[src/rtl/instr_fetch_pkg.sv]
// Shared types and constants for the instruction fetch stage.
// Address/instruction widths, the bubble word and the queued {PC, instr} payload.
package instr_fetch_pkg;

    localparam int unsigned ADDR_W  = 32;
    localparam int unsigned INSTR_W = 32;

    localparam logic [INSTR_W-1:0] NOP_INSTR_DEF = 32'h0000_0013;
    localparam logic [ADDR_W-1:0]  RESET_PC_DEF  = 32'h0000_0000;
    localparam logic [ADDR_W-1:0]  PC_STEP       = 32'd4;

    // Memory request tracker: idle, waiting on a live response, or waiting on a stale one.
    typedef enum logic [1:0] {
        ST_IDLE = 2'd0,
        ST_BUSY = 2'd1,
        ST_DROP = 2'd2
    } req_state_e;

    typedef struct packed {
        logic [ADDR_W-1:0]  pc;
        logic [INSTR_W-1:0] instr;
    } fetch_entry_t;

    // Sequential fetch address; wraps silently at the top of the address space.
    function automatic logic [ADDR_W-1:0] next_pc(input logic [ADDR_W-1:0] pc);
        return pc + PC_STEP;
    endfunction

endpackage

[src/rtl/instr_fetch_fifo.sv]
// In-order queue of fetched {PC, instr} entries between instruction memory and IF/ID.
// Push, pop and clear act on the same edge; clear wins over everything else.
module instr_fetch_fifo
    import instr_fetch_pkg::*;
#(
    parameter int unsigned DEPTH = 2
) (
    input  logic                         clk,
    input  logic                         rst_n,
    input  logic                         push,
    input  fetch_entry_t                 push_data,
    input  logic                         pop,
    input  logic                         clear,
    output fetch_entry_t                 head,
    output logic [$clog2(DEPTH+1)-1:0]   count,
    output logic                         full,
    output logic                         empty
);

    localparam int unsigned PTR_W = $clog2(DEPTH);
    localparam int unsigned CNT_W = $clog2(DEPTH + 1);

    fetch_entry_t      mem_q [DEPTH];
    fetch_entry_t      mem_d [DEPTH];
    logic [PTR_W-1:0]  wr_ptr_q, wr_ptr_d;
    logic [PTR_W-1:0]  rd_ptr_q, rd_ptr_d;
    logic [CNT_W-1:0]  count_q, count_d;

    // Pointers rely on DEPTH being a power of two to wrap for free.
    always_comb begin
        mem_d    = mem_q;
        wr_ptr_d = wr_ptr_q;
        rd_ptr_d = rd_ptr_q;
        count_d  = count_q;
        if (clear) begin
            wr_ptr_d = '0;
            rd_ptr_d = '0;
            count_d  = '0;
        end else begin
            if (push) begin
                mem_d[wr_ptr_q] = push_data;
                wr_ptr_d        = wr_ptr_q + PTR_W'(1);
            end
            if (pop) begin
                rd_ptr_d = rd_ptr_q + PTR_W'(1);
            end
            case ({push, pop})
                2'b10:   count_d = count_q + CNT_W'(1);
                2'b01:   count_d = count_q - CNT_W'(1);
                default: count_d = count_q;
            endcase
        end
    end

    always_ff @(posedge clk) begin
        if (!rst_n) begin
            mem_q    <= '{default: '0};
            wr_ptr_q <= '0;
            rd_ptr_q <= '0;
            count_q  <= '0;
        end else begin
            mem_q    <= mem_d;
            wr_ptr_q <= wr_ptr_d;
            rd_ptr_q <= rd_ptr_d;
            count_q  <= count_d;
        end
    end

    assign head  = mem_q[rd_ptr_q];
    assign count = count_q;
    assign full  = (count_q == CNT_W'(DEPTH));
    assign empty = (count_q == '0);

endmodule

[src/rtl/instr_fetch.sv]
// IF stage: owns the fetch PC, runs the single-outstanding imem req/ack handshake,
// queues responses and drives the IF/ID register under decode stall and redirect.
module instr_fetch
    import instr_fetch_pkg::*;
#(
    parameter logic [ADDR_W-1:0]  RESET_PC  = RESET_PC_DEF,
    parameter logic [INSTR_W-1:0] NOP_INSTR = NOP_INSTR_DEF,
    parameter int unsigned        QDEPTH    = 2
) (
    input  logic               clk,
    input  logic               reset,
    input  logic               hazard,
    input  logic               pcWriteEnable,
    input  logic [ADDR_W-1:0]  pcWriteData,
    output logic               imemReq,
    output logic [ADDR_W-1:0]  imemAddr,
    input  logic               imemAck,
    input  logic [INSTR_W-1:0] imemData,
    output logic [ADDR_W-1:0]  PC,
    output logic [INSTR_W-1:0] instr,
    output logic               fetchValid,
    output logic               flush
);

    localparam int unsigned CNT_W = $clog2(QDEPTH + 1);

    req_state_e         state_q, state_d;
    logic [ADDR_W-1:0]  fetch_pc_q, fetch_pc_d;
    logic [ADDR_W-1:0]  req_pc_q, req_pc_d;
    logic [ADDR_W-1:0]  pc_q, pc_d;
    logic [INSTR_W-1:0] instr_q, instr_d;
    logic               fetch_valid_q, fetch_valid_d;
    logic               flush_q, flush_d;

    logic               issue_c;
    logic               fifo_push, fifo_pop, fifo_clear;
    logic               fifo_full, fifo_empty;
    logic [CNT_W-1:0]   fifo_count;
    fetch_entry_t       fifo_head;
    fetch_entry_t       push_entry;

    // Space is judged on queued words only; the single outstanding slot is tracked by state.
    assign issue_c = reset && (state_q == ST_IDLE) && (fifo_count < CNT_W'(QDEPTH))
                     && !pcWriteEnable;

    assign fifo_push  = imemAck && (state_q == ST_BUSY) && !pcWriteEnable;
    assign fifo_pop   = !pcWriteEnable && !hazard && !fifo_empty;
    assign fifo_clear = pcWriteEnable;
    assign push_entry = '{pc: req_pc_q, instr: imemData};

    instr_fetch_fifo #(
        .DEPTH (QDEPTH)
    ) u_fifo (
        .clk       (clk),
        .rst_n     (reset),
        .push      (fifo_push),
        .push_data (push_entry),
        .pop       (fifo_pop),
        .clear     (fifo_clear),
        .head      (fifo_head),
        .count     (fifo_count),
        .full      (fifo_full),
        .empty     (fifo_empty)
    );

    always_comb begin
        state_d       = state_q;
        fetch_pc_d    = fetch_pc_q;
        req_pc_d      = req_pc_q;
        pc_d          = pc_q;
        instr_d       = instr_q;
        fetch_valid_d = fetch_valid_q;
        flush_d       = 1'b0;

        // A redirect while waiting turns the pending response into one to throw away.
        case (state_q)
            ST_IDLE: begin
                if (issue_c) state_d = ST_BUSY;
            end
            ST_BUSY: begin
                if (imemAck)            state_d = ST_IDLE;
                else if (pcWriteEnable) state_d = ST_DROP;
            end
            ST_DROP: begin
                if (imemAck) state_d = ST_IDLE;
            end
            default: state_d = ST_IDLE;
        endcase

        if (issue_c) begin
            req_pc_d   = fetch_pc_q;
            fetch_pc_d = next_pc(fetch_pc_q);
        end

        // Redirect beats the stall: the IF/ID register is bubbled even under hazard.
        if (pcWriteEnable) begin
            fetch_pc_d    = pcWriteData;
            instr_d       = NOP_INSTR;
            fetch_valid_d = 1'b0;
            flush_d       = 1'b1;
        end else if (!hazard) begin
            if (!fifo_empty) begin
                pc_d          = fifo_head.pc;
                instr_d       = fifo_head.instr;
                fetch_valid_d = 1'b1;
            end else begin
                instr_d       = NOP_INSTR;
                fetch_valid_d = 1'b0;
            end
        end
    end

    always_ff @(posedge clk) begin
        if (!reset) begin
            state_q       <= ST_IDLE;
            fetch_pc_q    <= RESET_PC;
            req_pc_q      <= '0;
            pc_q          <= '0;
            instr_q       <= NOP_INSTR;
            fetch_valid_q <= 1'b0;
            flush_q       <= 1'b0;
        end else begin
            state_q       <= state_d;
            fetch_pc_q    <= fetch_pc_d;
            req_pc_q      <= req_pc_d;
            pc_q          <= pc_d;
            instr_q       <= instr_d;
            fetch_valid_q <= fetch_valid_d;
            flush_q       <= flush_d;
        end
    end

    // A response only ever lands in a queue with room, since issue waits for space.
    assert property (@(posedge clk) disable iff (!reset) fifo_push |-> !fifo_full);

    assign imemReq    = issue_c;
    assign imemAddr   = fetch_pc_q;
    assign PC         = pc_q;
    assign instr      = instr_q;
    assign fetchValid = fetch_valid_q;
    assign flush      = flush_q;

endmodule

[config.mk]
export PLATFORM = sky130hd
export DESIGN_NAME = instr_fetch
export DESIGN_NICKNAME = d
export VERILOG_FILES = /design/src/rtl/instr_fetch_pkg.sv /design/src/rtl/instr_fetch_fifo.sv /design/src/rtl/instr_fetch.sv
export SDC_FILE = /design/constraint.sdc
export NUM_CORES = 1
export LEC_CHECK = 0
export ABC_AREA = 1
export ABC_CLOCK_PERIOD_IN_PS = 2200
export CORE_MARGIN = 2
export CORE_UTILIZATION = 63
export DETAILED_ROUTE_END_ITERATION = 6
export DONT_BUFFER_PORTS = 1
export PLACE_DENSITY = 0.86
export SETUP_SLACK_MARGIN = 0.02
export SYNTH_ARGS = -nofsm -noshare
export SYNTH_HDL_FRONTEND = slang
export SYNTH_HIERARCHICAL = 1
export SYNTH_SLANG_ARGS = --single-unit
[constraint.sdc]
create_clock -name clk -period 2.2 [get_ports clk]
set_clock_uncertainty 0.15 [all_clocks]
set_input_delay 0.11 -clock clk [delete_from_list [all_inputs] [get_ports clk]]
set_output_delay 0.11 -clock clk [all_outputs]
set_load 0.02 [all_outputs]
==> summary.txt <==
Route
  • Vias per cell: around 6.1
  • DR iter-0 viols: approximately 1100
  • Via count: between 10000 and 15000
  • Pre-Repair DR Iteration Count: 6
  • DRT Wirelength: between 30000 and 40000 µm
  • Average wire per standard cell: ~19 µm
  • Final ANT Viol Nets: 0
  • DR DRC count: 0

Critical path
  • Crit-path slowest cell: inv_2
  • Crit end category: register
  • Startpoint types: register
  • CP bufs+invs: 3
  • Crit-path max FO: 24
  • CP required: 2.46 ns
  • Critical-path cell list: inv_1 -> nand3_2 -> nor2_4 -> nand2_2 -> nor2_4 -> inv_2 -> buf_4 -> nor2_1 -> nor2_1
  • Top cell family by delay on the critical path: buffers and inverters
  • Delay of the slowest cell on the worst path: 0.43 ns
  • Critical path class: register to register
  • Critical path arrival: roughly 2.4 ns

Logic synthesis
  • Mapped Avg Cell Area: 7.58 µm²
  • Synthesized area: approximately 11000 µm²
  • Gate Count Post-Synth: 1476
  • Yosys warnings: 6
  • Syn nets: around 1500

Placement
  • DP HPWL: 18300 µm
  • DP Area: around 11000 µm²
  • Placer Congestion: roughly 0.92
  • # placed instances: 1661
  • IO Port Bufs: 0
  • Worst slack at placement: between 0.2 and 0.25 ns

Clock network
  • Clk root buf: clkbuf_16
  • Clock sink count: approximately 260
  • Clk slew on worst S/H paths: 0.07 ns
  • TritonCTS clock tree: built
  • TritonCTS Buffers: 27
  • H-tree levels: 1
  • Skew-Pair Late Insertion Delay: around 0.52 ns
  • Clk buf depth: 3

STA
  • Worst Slack Setup Final: 0.0194 ns
  • Final Max Slew Viols: 0
  • Tightest Pin Transition: 0.674 ns
  • Period utilisation layout: 0.991
  • Sum Neg Setup Slack: 0 ns
  • Fin. Hold Viols: 0
  • RSZ-0062 raised after global routing: yes
  • Count of final setup violators: 0
  • Hold_ws: slightly above 0.04 ns
  • Min cycle time layout: ~2.2 ns
  • Max Freq: 459 MHz
  • Rel. slew slack: 0.549

Floorplanning
  • Full die area: around 19000 µm²
  • Core ar.: 17400 µm²
  • Die X: roughly 140 µm
  • Initial Utilization: 0.645
  • I/O Pins: between 150 and 200
  • Rows: between 40 and 50
  • Die span in y: about 140 µm

Power and ir drop
  • Flop pwr share: 0.465
  • Combinational power share: 0.069
  • Power density over cell area: around 760 nW/µm²
  • Total design power: between 10 and 15 mW
  • NetSw: about 2.5 mW
  • Pleak: ~5.7 nW
  • Peak supply drop: 0.000643 V
  • Cell Int Power: ~8.2 mW
  • Clk pwr share: 0.466
  • Switching Share: 0.231

Global route
  • First-pass GRT wire length: 55300 µm
  • Largest net degree at the start of global routing: 99
  • Number of global-route vias before repair: roughly 11000
  • Initial antenna violation count: 0
  • GRT Util Overall: 0.364
  • GRT overflow: 0

Cells and area
  • Fin util: 0.810
  • Syn-to-layout area delta: 25.6%
  • Final std cells w/o fill: ~1900
  • NumNets Final: between 1500 and 2000
  • Storage cell area: about 5300 µm²
  • Most common cell after layout, fill and taps aside: nand2_1
  • Ant diodes: 0
  • Commonest non-fill, non-tap cells in the layout: nand2_1, nor2_1, dfxtp_1
  • Layout cells sized above 1: 0.130
  • FILL cells: approximately 1000
  • Multi-input logic area: between 5000 and 6000 µm²
  • Post-route cell area: about 14000 µm²

Job
  • Max capacitance violation total: 0

Outcome
  • Status: finished, final reports clean

Worst hold path
  • HP Class: input port to register
path summary, 6_finish.rpt:
check                    startpoint                end  slack (ns)  cells past startpoint
setup reg to reg         state_q[1]   u_fifo/mem_q[10]        0.02                      9
setup / recovery         state_q[1]   u_fifo/mem_q[10]        0.02                      9
hold reg to reg   u_fifo/mem_q[110]  u_fifo/mem_q[110]        0.31                      2
hold / removal                reset       imemAddr[27]        0.04                      4
tightest hold or removal path: stages:
cell and delay, ns:
buf_16 0.15, buf_16 0.26, nand2_1 0.12, inv_1 0.03
flip-flops by register name, indices dropped and copies added (netlist names):
signal and cells:
u_fifo/mem_q 128, PC 32, imemAddr 32, instr 32, req_pc_q 32, state_q 2, u_fifo/count 2, fetchValid 1
flush 1, u_fifo/rd_ptr_q 1, u_fifo/wr_ptr_q 1
power by group through the flow:
stage / Sequential, mW / Combinational (mW) / Clock (mW)
after floorplan: 5.07 / 0.315 / 0
after global placement: 5.05 / 0.437 / 0
after detailed placement: 5.05 / 0.441 / 0
after CTS: 4.95 / 0.692 / 4.95
after global routing: 4.96 / 0.786 / 5.15
final: 4.96 / 0.736 / 4.98
layout make-up:
class / instances / share of cell area
clock inverter: 15 / 0.0150
inverter: 88 / 0.0237
clock buffer: 34 / 0.0542
timing repair buffer: 207 / 0.148
tap: 225 / 0.0200
sequential: 264 / 0.378
multi-input combinational: 1031 / 0.361
repair_timing:
action	CTS	global route
endpoints found under the hold margin	252	0
endpoints found under the setup margin	0	44
hold buffers	154	0
buffers inserted	0	0
gates resized for setup	0	31
layer usage:
layer,up-vias,share of wire,GRT usage
met5,-,0,0
met4,0,0.039,0.161
met3,158,0.11,0.0935
met2,796,0.47,0.609
met1,5320,0.37,0.441
li1,5106,-,-
Power figures use the tool's default switching activity.
